### src/rtl/pipe_pkg.sv
// Shared types and constants for the decode/execute boundary.
// The control bundle width is derived from ctrl_t.
package pipe_pkg;

   localparam int LOAD_STALL_MIN = 1;
   localparam int LOAD_STALL_MAX = 3;
   localparam int REG_AW_DEF     = 5;

   typedef logic [REG_AW_DEF-1:0] reg_addr_t;

   typedef struct packed {
      logic [4:0] alu_control;
      logic       alu_src;
      logic       branch;
      logic       jump;
      logic       jump_reg;
      logic       link;
      logic [2:0] load_type;
      logic [1:0] store_type;
      logic [2:0] branch_type;
      logic       mem_write;
      logic       reg_write;
      logic       mem_to_reg;
      logic       reg_dst;
      logic       shift_src;
      logic       rsvd;
   } ctrl_t;

   localparam int CTRL_BITS = $bits(ctrl_t);

   function automatic bit ls_legal(int n);
      return (n >= LOAD_STALL_MIN) && (n <= LOAD_STALL_MAX);
   endfunction

endpackage

### src/rtl/decode_issue_reg_if.sv
// Decode-side bundle in, execute-side bundle out, plus stall/perf.
// master = decode/control side, slave = the issue register.
interface decode_issue_reg_if #(
   parameter int DATA_W = 32,
   parameter int REG_AW = 5,
   parameter int CTRL_W = 24,
   parameter int PERF_W = 16
);
   logic              in_valid;
   logic [REG_AW-1:0] in_rs, in_rt, in_rd, in_dst;
   logic              in_uses_rs, in_uses_rt, in_is_load;
   logic [CTRL_W-1:0] in_ctrl;
   logic [DATA_W-1:0] in_imm, in_pc_next;
   logic [4:0]        in_shamt;
   logic              flush, ext_stall;

   logic              out_valid;
   logic [REG_AW-1:0] out_rs, out_rt, out_rd, out_dst;
   logic              out_uses_rs, out_uses_rt, out_is_load;
   logic [CTRL_W-1:0] out_ctrl;
   logic [DATA_W-1:0] out_imm, out_pc_next;
   logic [4:0]        out_shamt;
   logic              stall_req;
   logic [PERF_W-1:0] bubble_cnt;

   modport master (
      output in_valid, in_rs, in_rt, in_rd, in_dst,
             in_uses_rs, in_uses_rt, in_is_load,
             in_ctrl, in_imm, in_pc_next, in_shamt,
             flush, ext_stall,
      input  out_valid, out_rs, out_rt, out_rd, out_dst,
             out_uses_rs, out_uses_rt, out_is_load,
             out_ctrl, out_imm, out_pc_next, out_shamt,
             stall_req, bubble_cnt
   );

   modport slave (
      input  in_valid, in_rs, in_rt, in_rd, in_dst,
             in_uses_rs, in_uses_rt, in_is_load,
             in_ctrl, in_imm, in_pc_next, in_shamt,
             flush, ext_stall,
      output out_valid, out_rs, out_rt, out_rd, out_dst,
             out_uses_rs, out_uses_rt, out_is_load,
             out_ctrl, out_imm, out_pc_next, out_shamt,
             stall_req, bubble_cnt
   );
endinterface

### src/rtl/load_scoreboard.sv
// Tracks in-flight loads over LOAD_STALL slots; entry 0 is the EX register.
// Flags a hazard when a valid decode source hits a pending load destination.
module load_scoreboard #(
   parameter int LOAD_STALL = 1,
   parameter int REG_AW     = 5
) (
   input  logic              clk,
   input  logic              rst_n,
   input  logic              i_shift,
   input  logic              i_hold,
   input  logic              i_clear_tail,
   input  logic              i_head_v,
   input  logic [REG_AW-1:0] i_head_addr,
   input  logic              i_valid,
   input  logic [REG_AW-1:0] i_rs,
   input  logic [REG_AW-1:0] i_rt,
   input  logic              i_uses_rs,
   input  logic              i_uses_rt,
   output logic              o_hazard
);
   logic              w_v    [LOAD_STALL];
   logic [REG_AW-1:0] w_addr [LOAD_STALL];

   assign w_v[0]    = i_head_v;
   assign w_addr[0] = i_head_addr;

   if (LOAD_STALL > 1) begin : g_tail
      logic              r_v    [1:LOAD_STALL-1];
      logic [REG_AW-1:0] r_addr [1:LOAD_STALL-1];

      always_ff @(posedge clk or negedge rst_n) begin
         if (!rst_n) begin
            for (int k = 1; k < LOAD_STALL; k++) begin
               r_v[k]    <= 1'b0;
               r_addr[k] <= '0;
            end
         end else if (i_clear_tail) begin
            for (int k = 1; k < LOAD_STALL; k++)
               r_v[k] <= 1'b0;
         end else if (i_shift && !i_hold) begin
            for (int k = 1; k < LOAD_STALL; k++) begin
               r_v[k]    <= w_v[k-1];
               r_addr[k] <= w_addr[k-1];
            end
         end
      end

      for (genvar k = 1; k < LOAD_STALL; k++) begin : g_map
         assign w_v[k]    = r_v[k];
         assign w_addr[k] = r_addr[k];
      end
   end else begin : g_head_only
      logic w_unused;
      assign w_unused = ^{clk, rst_n, i_shift, i_hold, i_clear_tail};
   end

   // r0 is hardwired, so a pending "load to r0" never blocks anyone
   always_comb begin
      o_hazard = 1'b0;
      for (int k = 0; k < LOAD_STALL; k++) begin
         if (w_v[k] && (w_addr[k] != '0)) begin
            if ((i_uses_rs && (i_rs == w_addr[k])) ||
                (i_uses_rt && (i_rt == w_addr[k])))
               o_hazard = 1'b1;
         end
      end
      o_hazard = o_hazard & i_valid;
   end

endmodule

### src/rtl/decode_issue_reg.sv
// Decode-to-execute pipeline register with load-use bubble insertion.
// Edge priority: flush, downstream hold, hazard bubble, normal issue.
module decode_issue_reg
   import pipe_pkg::*;
#(
   parameter int DATA_W     = 32,
   parameter int REG_AW     = 5,
   parameter int CTRL_W     = CTRL_BITS,
   parameter int LOAD_STALL = 1,
   parameter int PERF_W     = 16
) (
   input logic               clk,
   input logic               rst_n,
   decode_issue_reg_if.slave bus
);
   if (!ls_legal(LOAD_STALL)) begin : g_bad_ls
      $error("decode_issue_reg: LOAD_STALL out of range");
   end

   logic              r_valid;
   logic [REG_AW-1:0] r_rs, r_rt, r_rd, r_dst;
   logic              r_uses_rs, r_uses_rt, r_is_load;
   logic [CTRL_W-1:0] r_ctrl;
   logic [DATA_W-1:0] r_imm, r_pc_next;
   logic [4:0]        r_shamt;
   logic [PERF_W-1:0] r_cnt;

   logic w_hazard, w_adv, w_take, w_bump, w_head_v, w_hold;

   // a flush overrides a downstream hold, so the register still advances
   assign w_adv    = bus.flush | ~bus.ext_stall;
   assign w_hold   = bus.ext_stall & ~bus.flush;
   assign w_take   = ~bus.flush & ~w_hazard & bus.in_valid;
   assign w_bump   = ~bus.flush & ~bus.ext_stall & w_hazard & ~(&r_cnt);
   assign w_head_v = r_valid & r_is_load & (r_dst != '0);

   load_scoreboard #(
      .LOAD_STALL (LOAD_STALL),
      .REG_AW     (REG_AW)
   ) u_sb (
      .clk          (clk),
      .rst_n        (rst_n),
      .i_shift      (w_adv),
      .i_hold       (w_hold),
      .i_clear_tail (1'b0),
      .i_head_v     (w_head_v),
      .i_head_addr  (r_dst),
      .i_valid      (bus.in_valid),
      .i_rs         (bus.in_rs),
      .i_rt         (bus.in_rt),
      .i_uses_rs    (bus.in_uses_rs),
      .i_uses_rt    (bus.in_uses_rt),
      .o_hazard     (w_hazard)
   );

   always_ff @(posedge clk or negedge rst_n) begin
      if (!rst_n) begin
         r_valid   <= 1'b0;
         r_rs      <= '0;
         r_rt      <= '0;
         r_rd      <= '0;
         r_dst     <= '0;
         r_uses_rs <= 1'b0;
         r_uses_rt <= 1'b0;
         r_is_load <= 1'b0;
         r_ctrl    <= '0;
         r_imm     <= '0;
         r_pc_next <= '0;
         r_shamt   <= '0;
      end else if (w_adv) begin
         r_valid   <= w_take;
         r_rs      <= w_take ? bus.in_rs      : '0;
         r_rt      <= w_take ? bus.in_rt      : '0;
         r_rd      <= w_take ? bus.in_rd      : '0;
         r_dst     <= w_take ? bus.in_dst     : '0;
         r_uses_rs <= w_take & bus.in_uses_rs;
         r_uses_rt <= w_take & bus.in_uses_rt;
         r_is_load <= w_take & bus.in_is_load;
         r_ctrl    <= w_take ? bus.in_ctrl    : '0;
         r_imm     <= w_take ? bus.in_imm     : '0;
         r_pc_next <= w_take ? bus.in_pc_next : '0;
         r_shamt   <= w_take ? bus.in_shamt   : '0;
      end
   end

   always_ff @(posedge clk or negedge rst_n) begin
      if (!rst_n)
         r_cnt <= '0;
      else if (w_bump)
         r_cnt <= r_cnt + 1'b1;
   end

   assign bus.out_valid   = r_valid;
   assign bus.out_rs      = r_rs;
   assign bus.out_rt      = r_rt;
   assign bus.out_rd      = r_rd;
   assign bus.out_dst     = r_dst;
   assign bus.out_uses_rs = r_uses_rs;
   assign bus.out_uses_rt = r_uses_rt;
   assign bus.out_is_load = r_is_load;
   assign bus.out_ctrl    = r_ctrl;
   assign bus.out_imm     = r_imm;
   assign bus.out_pc_next = r_pc_next;
   assign bus.out_shamt   = r_shamt;
   assign bus.bubble_cnt  = r_cnt;
   assign bus.stall_req   = rst_n & (w_hazard | bus.ext_stall);

endmodule

### src/flat_wrapper.sv
// flat-port wrapper written by rule: the top's interface ports become plain ports
module decode_issue_reg_flat import pipe_pkg::*;
#(
   parameter int DATA_W     = 32,
   parameter int REG_AW     = 5,
   parameter int CTRL_W     = CTRL_BITS,
   parameter int LOAD_STALL = 1,
   parameter int PERF_W     = 16
)
  (clk, rst_n, bus_in_valid, bus_in_rs, bus_in_rt, bus_in_rd, bus_in_dst, bus_in_uses_rs, bus_in_uses_rt, bus_in_is_load, bus_in_ctrl, bus_in_imm, bus_in_pc_next, bus_in_shamt, bus_flush, bus_ext_stall, bus_out_valid, bus_out_rs, bus_out_rt, bus_out_rd, bus_out_dst, bus_out_uses_rs, bus_out_uses_rt, bus_out_is_load, bus_out_ctrl, bus_out_imm, bus_out_pc_next, bus_out_shamt, bus_stall_req, bus_bubble_cnt);
  decode_issue_reg_if #(.DATA_W(DATA_W), .REG_AW(REG_AW), .CTRL_W(CTRL_W), .PERF_W(PERF_W)) bus_i ();
  input logic clk;
  input logic rst_n;
  input wire logic [$bits(bus_i.in_valid)-1:0] bus_in_valid;
  input wire logic [$bits(bus_i.in_rs)-1:0] bus_in_rs;
  input wire logic [$bits(bus_i.in_rt)-1:0] bus_in_rt;
  input wire logic [$bits(bus_i.in_rd)-1:0] bus_in_rd;
  input wire logic [$bits(bus_i.in_dst)-1:0] bus_in_dst;
  input wire logic [$bits(bus_i.in_uses_rs)-1:0] bus_in_uses_rs;
  input wire logic [$bits(bus_i.in_uses_rt)-1:0] bus_in_uses_rt;
  input wire logic [$bits(bus_i.in_is_load)-1:0] bus_in_is_load;
  input wire logic [$bits(bus_i.in_ctrl)-1:0] bus_in_ctrl;
  input wire logic [$bits(bus_i.in_imm)-1:0] bus_in_imm;
  input wire logic [$bits(bus_i.in_pc_next)-1:0] bus_in_pc_next;
  input wire logic [$bits(bus_i.in_shamt)-1:0] bus_in_shamt;
  input wire logic [$bits(bus_i.flush)-1:0] bus_flush;
  input wire logic [$bits(bus_i.ext_stall)-1:0] bus_ext_stall;
  output wire logic [$bits(bus_i.out_valid)-1:0] bus_out_valid;
  output wire logic [$bits(bus_i.out_rs)-1:0] bus_out_rs;
  output wire logic [$bits(bus_i.out_rt)-1:0] bus_out_rt;
  output wire logic [$bits(bus_i.out_rd)-1:0] bus_out_rd;
  output wire logic [$bits(bus_i.out_dst)-1:0] bus_out_dst;
  output wire logic [$bits(bus_i.out_uses_rs)-1:0] bus_out_uses_rs;
  output wire logic [$bits(bus_i.out_uses_rt)-1:0] bus_out_uses_rt;
  output wire logic [$bits(bus_i.out_is_load)-1:0] bus_out_is_load;
  output wire logic [$bits(bus_i.out_ctrl)-1:0] bus_out_ctrl;
  output wire logic [$bits(bus_i.out_imm)-1:0] bus_out_imm;
  output wire logic [$bits(bus_i.out_pc_next)-1:0] bus_out_pc_next;
  output wire logic [$bits(bus_i.out_shamt)-1:0] bus_out_shamt;
  output wire logic [$bits(bus_i.stall_req)-1:0] bus_stall_req;
  output wire logic [$bits(bus_i.bubble_cnt)-1:0] bus_bubble_cnt;
  assign bus_i.in_valid = bus_in_valid;
  assign bus_i.in_rs = bus_in_rs;
  assign bus_i.in_rt = bus_in_rt;
  assign bus_i.in_rd = bus_in_rd;
  assign bus_i.in_dst = bus_in_dst;
  assign bus_i.in_uses_rs = bus_in_uses_rs;
  assign bus_i.in_uses_rt = bus_in_uses_rt;
  assign bus_i.in_is_load = bus_in_is_load;
  assign bus_i.in_ctrl = bus_in_ctrl;
  assign bus_i.in_imm = bus_in_imm;
  assign bus_i.in_pc_next = bus_in_pc_next;
  assign bus_i.in_shamt = bus_in_shamt;
  assign bus_i.flush = bus_flush;
  assign bus_i.ext_stall = bus_ext_stall;
  assign bus_out_valid = bus_i.out_valid;
  assign bus_out_rs = bus_i.out_rs;
  assign bus_out_rt = bus_i.out_rt;
  assign bus_out_rd = bus_i.out_rd;
  assign bus_out_dst = bus_i.out_dst;
  assign bus_out_uses_rs = bus_i.out_uses_rs;
  assign bus_out_uses_rt = bus_i.out_uses_rt;
  assign bus_out_is_load = bus_i.out_is_load;
  assign bus_out_ctrl = bus_i.out_ctrl;
  assign bus_out_imm = bus_i.out_imm;
  assign bus_out_pc_next = bus_i.out_pc_next;
  assign bus_out_shamt = bus_i.out_shamt;
  assign bus_stall_req = bus_i.stall_req;
  assign bus_bubble_cnt = bus_i.bubble_cnt;
  decode_issue_reg #(.DATA_W(DATA_W), .REG_AW(REG_AW), .CTRL_W(CTRL_W), .LOAD_STALL(LOAD_STALL), .PERF_W(PERF_W)) u_core (.clk(clk), .rst_n(rst_n), .bus(bus_i));
endmodule
### config.mk
export PLATFORM = sky130hd
export DESIGN_NAME = decode_issue_reg_flat
export DESIGN_NICKNAME = d
export VERILOG_FILES = /design/src/rtl/pipe_pkg.sv /design/src/rtl/decode_issue_reg_if.sv /design/src/rtl/load_scoreboard.sv /design/src/rtl/decode_issue_reg.sv /design/src/flat_wrapper.sv
export SDC_FILE = /design/constraint.sdc
export NUM_CORES = 1
export LEC_CHECK = 0
export ABC_AREA = 1
export CAP_MARGIN = 5
export CORE_AREA = 4 4 110 133
export CTS_CLUSTER_DIAMETER = 50
export DETAILED_ROUTE_END_ITERATION = 12
export DIE_AREA = 0 0 114 137
export HOLD_SLACK_MARGIN = 0.15
export PLACE_DENSITY = 0.87
export SLEW_MARGIN = 10
export SYNTH_ARGS = -nofsm -noshare
export SYNTH_HDL_FRONTEND = slang
export SYNTH_SLANG_ARGS = --single-unit
### constraint.sdc
create_clock -name clk -period 4.1 [get_ports clk]
set_clock_uncertainty 0.2 [all_clocks]
set_input_delay 1.025 -clock clk [delete_from_list [all_inputs] [get_ports clk]]
set_output_delay 1.025 -clock clk [all_outputs]
set_load 0.005 [all_outputs]
==> results of run 1 <==
==> final timing paths <==
path | end | start
max in group asynchronous | u_core.bus.bubble_cnt[11] | rst_n
min | u_core.bus.out_ctrl[21] | u_core.bus.out_ctrl[21]
min in group asynchronous | u_core.bus.out_shamt[4] | rst_n
max reg2reg | u_core.bus.out_imm[20] | u_core.bus.out_dst[4]
max | bus_stall_req | bus_in_rt[4]
min reg2reg | u_core.bus.out_ctrl[21] | u_core.bus.out_ctrl[21]
==> cells in the mapped netlist <==
cell / count / share of area, %
nand4_1: 6 / 0.62
a21boi_0: 1 / 0.12
dfrtp_1: 133 / 55
nand3b_1: 2 / 0.25
nor2_1: 21 / 1.3
xor2_1: 4 / 0.58
nand2_2: 2 / 0.21
buf_6: 1 / 0.19
clkinv_1: 1 / 0.062
xnor2_1: 1 / 0.14
ha_1: 1 / 0.21
o21ai_2: 25 / 3.6
o21ai_0: 88 / 7.2
nand3_2: 1 / 0.16
clkbuf_1: 24 / 1.5
nor3_1: 1 / 0.082
o22ai_2: 4 / 0.82
inv_1: 149 / 9.2
o21bai_1: 13 / 1.6
nand2_1: 61 / 3.8
nor3_2: 1 / 0.16
buf_2: 9 / 0.74
nand3_4: 1 / 0.29
inv_2: 4 / 0.25
nor2_2: 3 / 0.31
nand3_1: 136 / 11
buf_8: 3 / 0.74
==> where the power goes <==
| group | internal (uW) | switching, uW |
|---|---|---|
| clock | 1090 | 568 |
| combinational | 213 | 167 |
| sequential | 1360 | 26.2 |
| total | 2660 | 761 |
==> placed cells by master, fill, tap and decap left out, types with 2 or more instances in the layout <==
master and instances:
clkinv_4 3, o21ai_2 25, o22ai_2 4, xor2_1 4
nand4_1 6, clkbuf_16 17, o21ai_0 88, clkinvlp_4 3
clkdlybuf4s50_1 251, inv_2 4, dfrtp_1 133, nand3b_1 2
nand2_1 61, bufinv_16 5, nand2_2 2, o21bai_1 13
buf_4 8, clkinv_2 2, diode_2 3, nor2_1 21
buf_12 3, nand3_1 136, nor2_2 3, inv_1 149
==> layout make-up <==
cell class	instances	area [um2]	share of cell area, %
Clock inverter	12	203.9	2.166
Tap cell	168	210.2	2.233
Timing Repair Buffer	264	2656	28.22
Clock buffer	19	442.9	4.705
Inverter	154	579.3	6.154
Multi-Input combinational cell	372	1986	21.09
Sequential cell	133	3328	35.35
Antenna cell	3	7.507	0.07974
==> kinds of logic (layout without fill, tap and decap cells) <==
| kind of cell | after synthesis | count (layout) | synth area share, % |
|---|---|---|---|
| other cells | 0 | 3 | 0 |
| simple gates | 235 | 235 | 18.33 |
| fa+ha+maj | 1 | 1 | 0.2056 |
| xor+xnor | 5 | 5 | 0.7198 |
| compound gates | 131 | 131 | 13.39 |
| buf+inv | 191 | 449 | 12.65 |
| flops | 133 | 133 | 54.71 |
==> state kept, by name (all words and copies together) (netlist names) <==
name                    cells
u_core.bus.out_rt           5
u_core.bus.out_pc_next     32
u_core.bus.out_uses_rs      1
u_core.bus.bubble_cnt      16
u_core.bus.out_ctrl        24
u_core.bus.out_valid        1
u_core.bus.out_is_load      1
u_core.bus.out_rd           5
u_core.bus.out_shamt        5
u_core.bus.out_rs           5
u_core.bus.out_imm         32
u_core.bus.out_uses_rt      1
u_core.bus.out_dst          5
==> routing by layer <==
layer | wire length [um] | track usage [%]
met3 | 1283 | 6.988
met5 | 13 | 0
met1 | 6850 | 27.42
met4 | 417 | 10.36
met2 | 9746 | 40.36
==> per-stage QoR <==
step	instance area (um2)	instances	util [%]	power, uW
detailed placement	8757	1091	66.15	1788
CTS	9404	1122	71.04	3454
floorplan	6083	696	-	1520
global placement	8757	1091	66.15	1783
global route	9414	1125	71.12	3547
finish	9414	1125	71.12	3424
==> worst max-delay path: stages <==
cell             delay [ps]
clkdlybuf4s50_1         480
inv_1                    50
nand2_1                  50
nand2_1                  40
nor2_1                  120
nand3_1                 110
nand2_2                 100
nand2_2                  50
a21boi_0                180
dlymetal6s2s_1          190
==> what timing repair did <==
item	4_1_cts	5_1_grt
buffers inserted	0	0
setup endpoints to repair	0	1
gates resized for setup	0	1
hold buffers	0	0
==> qor.txt, run 1 <==
status: completed
Routed wire per std cell: 16.28 um
reg2reg path depth: 11
Clock Sinks: 133
TNS Setup: 0 ps
core box area: 13,240 um2
total CTS buffers: 17
RSZ-0062 raised after global routing: false
Pwr per Cell Area: 363.7 nW/um2
startpoint types: primary input
Pre-antenna DRT Iters: 8
final hold violation count: 0
post-synthesis net count: 818
IO buf count: 254
sequential area share after synthesis: 54.71%
Final Max Tran Viols: 0
pre-CTS WS: 70.56 ps
initial antenna violation count: 4
Hold Path Class: reg2reg
fill cell count: 1,007
initial detailed-routing violation count: 478
Worst VDD drop: 226.6 uV
top-level I/O count: 255
Clk Latency, worst-skew pair: 410 ps
Die Wd: 114 um
area grow syn2layout: 54.75%
Die Area: 15,620 um2
endpoints failing setup: 0
post-synthesis cell type count: 27
Min-Delay Path Depth: 2
Lkg Pwr: 0.004549 uW
worst hold slack: 311.5 ps
DR vias: 5,588
layout cell share with drive strength beyond 1: 8.805%
Cell Rows: 46
first-pass GRT wire length: 28,840 um
Cells after Synth: 696
Tmin final: 3634 ps
relative slew slack: 49.89%
CP Max Fanout: 2
Final #Nets: 1,064
antenna viol nets, final: 0
largest net degree at the start of global routing: 134
CP Class: in2out
total gr overflow: 0
Routability Congestion: 0.8520
TritonCTS clock tree: built
H-tree depth: 4
Max-cap violations: 0
Synth warnings: 0
final cycle utilization of the critical path: 88.63%
Final HPWL DP: 12,680 um
final setup margin: 466.3 ps
crit end category: output port
worst-margin pin slew: 751.7 ps
CTS max path bufs: 2
Die Height: 137 um
clk slew on worst S/H paths: 60 ps
Detailed Route WL: 18,310 um
root buffer cell: clkbuf_16
Avg Inst Size Synth: 8.740 um2
Worst EP arrival: 2410 ps
CP required: 2870 ps
GRT Resource Usage Total: 23.61%
Avg Vias per Cell: 4.967
FF+latch count, synth: 133
number of remaining DRC errors: 0
max frequency: 0.2752 GHz
starting density of the core: 45.95%
r2r setup slk: 1800 ps
synthesized area: 6083 um2
vias in the first global route: 5,549
Note: power is estimated with default switching activity, not from simulation.
==> run 2, diff against run 1 <==
--- a/config.mk
+++ b/config.mk
@@ -9,6 +9,7 @@
 export CAP_MARGIN = 5
 export CORE_AREA = 4 4 110 133
 export CTS_CLUSTER_DIAMETER = 50
+export CTS_CLUSTER_SIZE = 25
 export DETAILED_ROUTE_END_ITERATION = 12
 export DIE_AREA = 0 0 114 137
 export HOLD_SLACK_MARGIN = 0.15
==> results of run 2 <==
No change in the layout: final DEF, timing and power equal those of run 1.
